===== config.mk =====
export PLATFORM = sky130hd
export DESIGN_NAME = serial_sub_ctrl
export DESIGN_NICKNAME = d
export VERILOG_FILES = /design/src/rtl/serial_sub_ctrl.sv
export SDC_FILE = /design/constraint.sdc
export NUM_CORES = 1
export LEC_CHECK = 0
export BUFFER_PORTS_ARGS = -buffer_cell sky130_fd_sc_hd__buf_4
export CAP_MARGIN = 20
export CORE_MARGIN = 3
export CORE_UTILIZATION = 51
export DETAILED_ROUTE_END_ITERATION = 8
export GPL_TIMING_DRIVEN = 0
export PLACE_DENSITY_LB_ADDON = 0.1
export SLEW_MARGIN = 15
export SYNTH_ARGS = -nofsm -noshare
export SYNTH_HDL_FRONTEND = slang
export SYNTH_SLANG_ARGS = --single-unit

===== constraint.sdc =====
create_clock -name clk -period 1.87 [get_ports clk]
set_clock_uncertainty 0.1 [all_clocks]
set_input_delay 0.561 -clock clk [delete_from_list [all_inputs] [get_ports clk]]
set_output_delay 0.561 -clock clk [all_outputs]
set_load 0.005 [all_outputs]

===== src/rtl/serial_sub_ctrl.sv =====
// serial_sub_ctrl -- bit-serial A - B - Bin over WIDTH bits using one
// 1-bit full-subtractor step per clock, LSB first, borrow carried in a
// register between bits.
//
// Ports:
//   clk    system clock, all state on rising edge
//   rst    synchronous reset, active-high (aborts any operation)
//   start  request; only sampled in IDLE or DONE
//   a, b   minuend / subtrahend, captured on the accepted start edge
//   bin    borrow-in, captured on the accepted start edge
//   busy   high while the serial operation runs
//   done   one-cycle pulse, result flags valid
//   diff   registered difference, held until the next result
//   bout   final borrow-out (unsigned a < b + bin)
//   zero   diff == 0
//   ovf    two's-complement overflow
module serial_sub_ctrl #(
  parameter int WIDTH = 8
) (
  input  logic             clk,
  input  logic             rst,
  input  logic             start,
  input  logic [WIDTH-1:0] a,
  input  logic [WIDTH-1:0] b,
  input  logic             bin,
  output logic             busy,
  output logic             done,
  output logic [WIDTH-1:0] diff,
  output logic             bout,
  output logic             zero,
  output logic             ovf
);

  localparam int CW = (WIDTH > 2) ? $clog2(WIDTH) : 1;

  typedef enum logic [1:0] {IDLE, RUN, DONE} state_t;

  state_t           state, state_n;
  logic [WIDTH-1:0] sa, sb, res;
  logic             br;
  logic [CW-1:0]    cnt;

  // One full-subtractor step on the current operand LSB pair.
  logic             ak, bk, d, br_n, last;
  logic [WIDTH-1:0] res_n;

  assign ak    = sa[0];
  assign bk    = sb[0];
  assign d     = ak ^ bk ^ br;
  assign br_n  = (~ak & bk) | (~(ak ^ bk) & br);
  assign res_n = {d, res[WIDTH-1:1]};
  assign last  = (cnt == CW'(WIDTH - 1));

  assign busy = (state == RUN);
  assign done = (state == DONE);

  always_ff @(posedge clk) begin
    if (rst) state <= IDLE;
    else     state <= state_n;
  end

  always_comb begin
    state_n = state;
    case (state)
      IDLE:    if (start) state_n = RUN;
      RUN:     if (last)  state_n = DONE;
      DONE:    state_n = start ? RUN : IDLE;
      default: state_n = IDLE;
    endcase
  end

  always_ff @(posedge clk) begin
    if (rst) begin
      sa   <= '0;
      sb   <= '0;
      res  <= '0;
      br   <= 1'b0;
      cnt  <= '0;
      diff <= '0;
      bout <= 1'b0;
      zero <= 1'b0;
      ovf  <= 1'b0;
    end else begin
      case (state)
        IDLE, DONE: begin
          if (start) begin
            sa  <= a;
            sb  <= b;
            br  <= bin;
            cnt <= '0;
          end
        end
        RUN: begin
          sa  <= sa >> 1;
          sb  <= sb >> 1;
          br  <= br_n;
          res <= res_n;
          cnt <= cnt + CW'(1);
          if (last) begin
            diff <= res_n;
            bout <= br_n;
            zero <= (res_n == '0);
            // On the last bit ak/bk are the captured operand MSBs and d is
            // the result MSB, so no separate copy of the signs is needed.
            ovf  <= (ak != bk) && (d != ak);
          end
        end
        default: ;
      endcase
    end
  end

endmodule

==> reports/metrics.yaml, run 1 <==
outcome: "finished, final reports clean"
grt_remaining_overflow: 0
cp-startpoint: "state[1]"
n_antenna_cell: 0
worstSetupPathType: "flip-flop to output port"
final_hold_viol_count: 0
syn_avg_cell_area_sq_um: 8.18
h-tree-depth: 2
gp_congestion: 0.823
drc: 0
root_buffer: "clkbuf_4"
cp-start-kind: "flip-flop"
vias: 1532
portBuffers: 31
rows: 19
dieArea_sq_mm: 0.00394
netlist_area_sq_mm: 0.00164
postSynthRegisterBits: 40
post-route-util_pct: 72.0
power_density_mw_per_mm2: 827
period_needed_ns: 1.81
critPathMaxFanout: 8
yosysWarningCount: 0
pin_count: 33
syn_inst: 201
postRouteAntennaNets: 0
drtPass1Iterations: 5
grt_pass1_vias: 1397
fp.dieH_um: 62.8
clk_latency_ns: 0.35
relSlewSlack_pct: 65.9
cts.reportedPaths.clkPinSlew_ns: 0.12
cts_buffer_depth: 2
dp_hpwl_um: 2530
drt_iter0_drc: 129
hold_start: "diff[6]"
p_leak_nw: 0.853
max-vdd-ir-drop_v: 0.000551
layout_common_cells: "64 x nand2_1, 43 x buf_4, 37 x dfxtp_1, 21 x a21oi_1, 19 x nor2_1"
finalCritPeriodShare_pct: 96.7
start_util_pct: 56.7
critPathRequiredTime_ns: 1.21
grt.total_usage_pct: 19.5
cp-end-kind: "output port"
cts_made_buffers: 5
synth_nets: 225
drt_wl_total_um: 3660
grt_max_degree: 13
cts.sinks: 40
dp.cells: 274
cap_violations: 0
crit_arrival_ns: 1.15
whs_ns: 0.365
fp.dieW_um: 62.8
fmax_mhz: 553
synthToLayoutAreaGrowth_pct: 26.9
fp.coreArea_sq_mm: 0.00290
layout.nets: 269
maxSlewViolCount: 0
setup_viol_count_final: 0
antenna_found_initial: 0
cts_hold_buf: 0
fin_tns_setup_ns: 0
final_common_cell: "nand2_1"
yosysUniqueCellTypes: 26
stdcell_count: 288
routedWlPerCell_um: 12.7
hp-class: "flip-flop to flip-flop"
worst_slew_pin_slew_ns: 0.511
r2r_start: "sa[0]"
vias_per_cell: 5.32
grt_pass1_wl_um: 6130
cts_tree: "built"
synth_seq_area_share_pct: 48.7
drive_gt1_share_pct: 25.2
==> cell families after synthesis <==
group,share of synthesized area [%]
flip-flops,48.7
adder cells (fa/ha/maj),3.50
AND/OR/NAND/NOR,25.1
XOR/XNOR,0.533
AO/OA/AOI/OAI,15.8
buffers and inverters,6.39
==> synthesized netlist by cell type <==
library cell  instances  area [sq um]
a21oi_1              21           105
inv_1                 1          3.75
o21a_1                1          7.51
nand3b_1              1          7.51
and3b_1               1          8.76
nor4b_1               1          8.76
nor2_1               19          71.3
nand3_1               6          30.0
buf_4                 7          52.6
ha_1                  3          37.5
xor2_1                1          8.76
dfxtp_1              40           801
clkbuf_1              5          18.8
or3_1                 1          6.26
a211oi_1              2          15.0
buf_6                 1          11.3
nor2b_1               1          6.26
nor4_1                1          6.26
or2b_1                1          7.51
nand2_1              64           240
nand2b_1              2          12.5
inv_2                 1          3.75
buf_2                 3          15.0
a311oi_1             15           131
and2b_1               1          7.51
fa_1                  1          20.0
==> critical path, cell delays in order, from the launching register on <==
cell,delay [ns]
dfxtp_2,0.35
nand2b_4,0.11
buf_6,0.13
clkinv_8,0.06
buf_4,0.13
==> where the power goes <==
part	internal, mW	total [mW]	switching (mW)	leakage, nW
combinational	0.122	0.248	0.126	0.484
clock	0.280	0.553	0.273	0.0422
sequential	0.895	0.925	0.0295	0.328
total	1.30	1.73	0.428	0.853
==> metal layers <==
| layer | track usage, % | part of all wire [%] |
|---|---|---|
| met5 | 0 | 0 |
| met1 | 24.4 | 45 |
| met2 | 30.8 | 46 |
| met3 | 6.47 | 6.6 |
| met4 | 8.26 | 1.7 |
==> registers in the layout (all words and copies together), names as in the netlist <==
| register | flops |
|---|---|
| zero | 1 |
| sb | 8 |
| br | 1 |
| cnt | 3 |
| ovf | 1 |
| state | 2 |
| bout | 1 |
| sa | 8 |
| res | 7 |
| diff | 8 |
==> final cells by class <==
cell class                      count  area, sq um
Clock inverter                      2         35.0
Tap cell                           42         52.6
Inverter                            2         20.0
Fill cell                         254          813
Timing Repair Buffer               38          285
Buffer                             15         93.8
Multi-Input combinational cell    143          754
Sequential cell                    40          805
Clock buffer                        6         41.3
==> what timing repair did <==
| action | in CTS | in global routing |
|---|---|---|
| gates resized for setup | 5 | 6 |
| endpoints found under the setup margin | 1 | 3 |
| setup buffers | 1 | 6 |
==> final timing paths <==
path / to / slack, ns / cells after the start
worst max-delay path: busy / 0.06 / 4
worst min-delay path: diff[6] / 0.37 / 2
worst max register to register: ovf / 0.10 / 5
worst min register to register: diff[6] / 0.37 / 2
==> stage by stage <==
step	power [mW]	setup WS, ns	instance area (sq um)
after CTS	1.71	0.00783	2020
after detailed placement	1.16	0.0464	1930
after global placement	1.15	0.0781	1930
after floorplan	1.09	0.194	1640
final	1.73	0.0620	2090
after global routing	1.82	-0.00548	2090
Power figures use the tool's default switching activity.
==> run 2: changes to the inputs <==
--- a/config.mk
+++ b/config.mk
@@ -7,6 +7,7 @@
 export LEC_CHECK = 0
 export BUFFER_PORTS_ARGS = -buffer_cell sky130_fd_sc_hd__buf_4
 export CAP_MARGIN = 20
+export CORE_ASPECT_RATIO = 1.5
 export CORE_MARGIN = 3
 export CORE_UTILIZATION = 51
 export DETAILED_ROUTE_END_ITERATION = 8
==> reports/metrics.yaml, run 2 (same netlist as run 1, synthesis figures left out) <==
final_hold_viol_count: 0  # unchanged
cts.sinks: 40  # unchanged
wl_met3_um: 229  # -5.8%
hp-class: "flip-flop to flip-flop"
cts.reportedPaths.clkPinSlew_ns: 0.08  # -0.04 ns
synthToLayoutAreaGrowth_pct: 23.4
max-vdd-ir-drop_v: 0.000843  # +53%
drt_iter0_drc: 43  # -67%
highest-signal-layer: "met4"
fp.coreArea_sq_mm: 0.00300  # +3.5%
start_util_pct: 54.8  # -1.9 points
met2_length_um: 1880  # +11%
cts_hold_buf: 0  # unchanged
grt_max_degree: 13  # unchanged
drc: 0  # unchanged
antenna_found_initial: 0  # unchanged
cts_setup_buffers: 0  # -1
portBuffers: 31  # unchanged
root_buffer: "clkbuf_8"
vias: 1466  # -4.3%
grt.total_usage_pct: 20.0  # +0.46 points
critPathMaxFanout: 12  # +4
fp.dieH_um: 75.5  # +20%
fin_tns_setup_ns: 0  # unchanged
layout.nets: 262  # -2.6%
vias_per_cell: 5.27  # -0.87%
dp_hpwl_um: 2690  # +6.2%
wl_met1_um: 1420  # -15%
whs_ns: 0.355  # -0.0109 ns
drive_gt1_share_pct: 23.0  # -2.2 points
rows: 24  # +5
layout_common_cells: "64 x nand2_1, 38 x dfxtp_1, 37 x buf_4, 21 x a21oi_1, 19 x nor2_1"
cts_buffer_depth: 2  # unchanged
n_antenna_cell: 0  # unchanged
setup_viol_count_final: 0  # unchanged
outcome: "finished, final reports clean"
p_leak_nw: 0.824  # -3.5%
finalCritPeriodShare_pct: 95.8  # -0.87 points
total_power_mw: 1.73  # +0.19%
fp.dieW_um: 52.4  # -17%
power_density_mw_per_mm2: 853  # +3.1%
h-tree-depth: 2  # unchanged
worstSetupPathType: "flip-flop to output port"
relSlewSlack_pct: 66.8  # +0.82 points
cts_made_buffers: 5  # unchanged
drtPass1Iterations: 4  # -1
pin_count: 33  # unchanged
drt_wl_total_um: 3580  # -2.4%
cp-end-kind: "output port"
largestRegisters: "diff x8, sa x8, sb x8"
cp-start-kind: "flip-flop"
dieArea_sq_mm: 0.00396  # +0.36%
maxSlewViolCount: 0  # unchanged
routedWlPerCell_um: 12.9  # +1.1%
gp_congestion: 0.749  # -9.0%
cap_violations: 0  # unchanged
cts_tree: "built"
critPathRequiredTime_ns: 1.21  # about the same
worst_slew_pin_slew_ns: 0.499  # -0.0123 ns
grt_pass1_vias: 1389  # -0.57%
grt_pass1_wl_um: 5910  # -3.5%
crit_arrival_ns: 1.13  # -0.02 ns
final_common_cell: "nand2_1"
clk_latency_ns: 0.29  # -0.06 ns
fmax_mhz: 558  # +0.91%
grt_remaining_overflow: 0  # unchanged
stdcell_count: 278  # -3.5%
postRouteAntennaNets: 0  # unchanged
dp.cells: 271  # -1.1%
period_needed_ns: 1.79  # -0.0163 ns
[run 2: metal layers]
metal	track usage, %	vias to the layer above
met5	0	-
met4	7.39	0
met3	6.07	6
met2	36.9	41
met1	21.0	671
li1	-	748
[run 2: power breakdown]
part	total, mW	internal, mW	switching, mW
Clock	0.578	0.294	0.284
Combinational	0.228	0.107	0.122
Sequential	0.923	0.895	0.0284
Total	1.73	1.30	0.434
[run 2: worst paths after layout]
kind	slack, ns	cells after the start	to	startpoint
worst max-delay path	0.08	4	busy	state[1]
worst min-delay path	0.35	2	bout	bout
worst max register to register	0.10	5	ovf	sa[0]
worst min register to register	0.35	2	bout	bout
[run 2: worst max-delay path, cell delays in order (launching register included)]
cell and delay (ns):
dfxtp_1 0.33, nand2b_1 0.14, buf_4 0.17, inv_6 0.10
buf_4 0.11
[run 2: area by class of cell]
class                           instances  area, sq um
Buffer                                 15         91.3
Timing Repair Buffer                   31          233
Sequential cell                        40          803
Clock buffer                            6         82.6
Fill cell                             275          975
Inverter                                2         12.5
Tap cell                               39         48.8
Multi-Input combinational cell        143          747
Clock inverter                          2         10.0
[run 2: metrics by stage]
stage	util, %	area [sq um]	setup slack, ns
finish	67.5	2030	0.0783
CTS	67.1	2010	0.00980
floorplan	-	1640	0.194
global placement	64.1	1930	0.0981
detailed placement	64.1	1930	0.0593
global route	67.5	2030	-0.000431
[run 2: what timing repair did]
item | 4_1_cts | 5_1_grt
pin swaps | 0 | 0
resized for setup | 2 | 6
setup endpoints to repair | 1 | 4
gates cloned | 0 | 0
==> run 3: changes to the inputs <==
--- a/config.mk
+++ b/config.mk
@@ -5,6 +5,7 @@
 export SDC_FILE = /design/constraint.sdc
 export NUM_CORES = 1
 export LEC_CHECK = 0
+export ABC_AREA = 1
 export BUFFER_PORTS_ARGS = -buffer_cell sky130_fd_sc_hd__buf_4
 export CAP_MARGIN = 20
 export CORE_ASPECT_RATIO = 1.5
==> reports/metrics.yaml, run 3 <==
gp_congestion: 0.842  # +12%
fmax_mhz: 555  # -0.52%
drive_gt1_share_pct: 21.1  # -1.9 points
vias: 1617  # +10%
dp_hpwl_um: 2700  # +0.28%
yosysUniqueCellTypes: 23  # -12%
cp-start-kind: "flip-flop"
layout_common_cells: "43 x nand2_1, 40 x buf_4, 39 x dfxtp_1, 37 x nand3_1, 31 x inv_1"
fin_tns_setup_ns: 0  # unchanged
postRouteAntennaNets: 0  # unchanged
cp-end-kind: "output port"
setup_viol_count_final: 0  # unchanged
worstSetupPathType: "flip-flop to output port"
p_leak_nw: 1.02  # +24%
rows: 25  # +4.2%
cts_hold_buf: 0  # unchanged
synthToLayoutAreaGrowth_pct: 23.5
synth_top_area_share_pct: 44.8  # -3.9 points
cap_violations: 0  # unchanged
portBuffers: 32  # +3.2%
final_common_cell: "nand2_1"
root_buffer: "clkbuf_8"
cts_tree: "built"
synth_seq_area_share_pct: 44.8  # -3.9 points
synth_common_cells: "43 x nand2_1, 40 x dfxtp_1, 37 x nand3_1"
synth_edf_count: 0  # unchanged
grt_pass1_wl_um: 6460  # +9.2%
dieArea_sq_mm: 0.00426  # +7.8%
cts_made_buffers: 5  # unchanged
grt_remaining_overflow: 0  # unchanged
routedWlPerCell_um: 11.3  # -12%
drt_iter0_drc: 19  # -56%
period_needed_ns: 1.80  # +0.00938 ns
clk_latency_ns: 0.29  # about the same
layout.nets: 307  # +17%
syn_inst: 242  # +20%
max-vdd-ir-drop_v: 0.000683  # -19%
drt_wl_total_um: 3670  # +2.6%
n_antenna_cell: 0  # unchanged
worst_path_max_delay_cell: "dfxtp_4"
cpPeakStageDelay_ns: 0.37  # +0.04 ns
final_hold_viol_count: 0  # unchanged
vias_per_cell: 4.99  # -5.4%
synth_nets: 266  # +18%
yosysWarningCount: 0  # unchanged
largestRegisters: "diff x8, sa x8, sb x8"
syn_avg_cell_area_sq_um: 7.38  # -9.7%
synth_most_common_cell: "nand2_1"
cts.sinks: 40  # unchanged
netlist_area_sq_mm: 0.00179  # +8.7%
dp.cells: 314  # +16%
critPathRequiredTime_ns: 1.21  # about the same
h-tree-depth: 2  # unchanged
crit_chain: "inv_2, nor2_4, buf_6, buf_4"
outcome: "finished, final reports clean"
synth_flop_cell: "dfxtp_1"
maxSlewViolCount: 0  # unchanged
pin_count: 33  # unchanged
ys_top_cells_by_area: "dfxtp_1 45%, nand3_1 10%, nand2_1 9.0%, inv_1 6.5%, a21oi_1 5.0%"
hp-class: "flip-flop to flip-flop"
cts_buffer_depth: 2  # unchanged
start_util_pct: 54.9  # +0.17 points
antenna_found_initial: 0  # unchanged
rsz0062_at_grt: "false"
critPathMaxFanout: 10  # -2
cts.reportedPaths.clkPinSlew_ns: 0.07  # about the same
fp.coreArea_sq_mm: 0.00325  # +8.3%
finalCritPeriodShare_pct: 96.3  # +0.50 points
fp.dieW_um: 54.3  # +3.8%
grt.total_usage_pct: 20.2  # +0.22 points
drc: 0  # unchanged
power_density_mw_per_mm2: 883  # +3.6%
stdcell_count: 324  # +17%
grt_pass1_vias: 1513  # +8.9%
postSynthRegisterBits: 40  # unchanged
relSlewSlack_pct: 63.5  # -3.2 points
drtPass1Iterations: 6  # +2
async_flop_share_pct: 0  # unchanged
crit_arrival_ns: 1.14  # about the same
grt_max_degree: 13  # unchanged
fp.dieH_um: 78.5  # +3.9%
yosys.area.top_type: "dfxtp_1"
worst_slew_pin_slew_ns: 0.547  # +0.0483 ns
run 3: worst max-delay path, delay by kind of cell, from the launching register on:
kind | cells | cell delay, ns
buf+inv | 3 | 0.33
simple gates | 1 | 0.15
flops | 1 | 0.37
run 3: path summary, 6_finish.rpt:
| check | from | endpoint | slack, ns | cells after the start |
|---|---|---|---|---|
| worst min register to register | diff[6] | diff[6] | 0.37 | 2 |
| worst max-delay path | state[0] | busy | 0.07 | 4 |
| worst max register to register | sa[0] | ovf | 0.30 | 8 |
| worst min-delay path | diff[6] | diff[6] | 0.37 | 2 |
run 3: timing repair:
action,in CTS,in global routing
setup buffers,0,2
gates resized for setup,2,1
setup endpoints to repair,1,1
pin swaps,0,1
run 3: layer usage:
metal / GRT usage (%) / vias up / wire (um)
li1: - / 861 / -
met1: 23.4 / 723 / 1450
met2: 34.8 / 28 / 2020
met3: 4.93 / 5 / 151
met4: 6.73 / 0 / 54
met5: 0 / - / 0
run 3: kinds of logic (layout without fill, tap and decap cells):
group           count (synthesis)  count (layout)  share of synthesized area [%]
flops                          40              40                           44.8
simple gates                  119             119                           30.3
buf+inv                        47              89                           12.3
compound gates                 32              32                           9.38
fa+ha+maj                       4               4                           3.22
run 3: layout make-up:
cell class / count / area [sq um]
clock buffer: 6 / 72.6
buffer: 14 / 100
fill: 304 / 1050
tap: 40 / 50.0
timing repair buffer: 34 / 255
multi-input combinational: 155 / 766
sequential: 40 / 805
clock inverter: 2 / 35.0
inverter: 33 / 124
run 3: stage by stage:
step	total power, mW	utilization [%]	setup slack (ns)	cell area, sq um	hold slack, ns
floorplan	1.18	-	0.439	1790	0.335
global placement	1.27	63.8	0.228	2080	0.345
detailed placement	1.27	63.8	0.228	2080	0.358
CTS	1.96	67.3	0.00106	2190	0.369
global route	2.06	67.8	0.0127	2210	0.386
finish	1.95	67.8	0.0689	2210	0.366
run 3: power breakdown:
| group | total, mW | internal [mW] | switching (mW) |
|---|---|---|---|
| sequential | 0.934 | 0.908 | 0.0259 |
| clock | 0.688 | 0.396 | 0.292 |
| combinational | 0.327 | 0.141 | 0.186 |
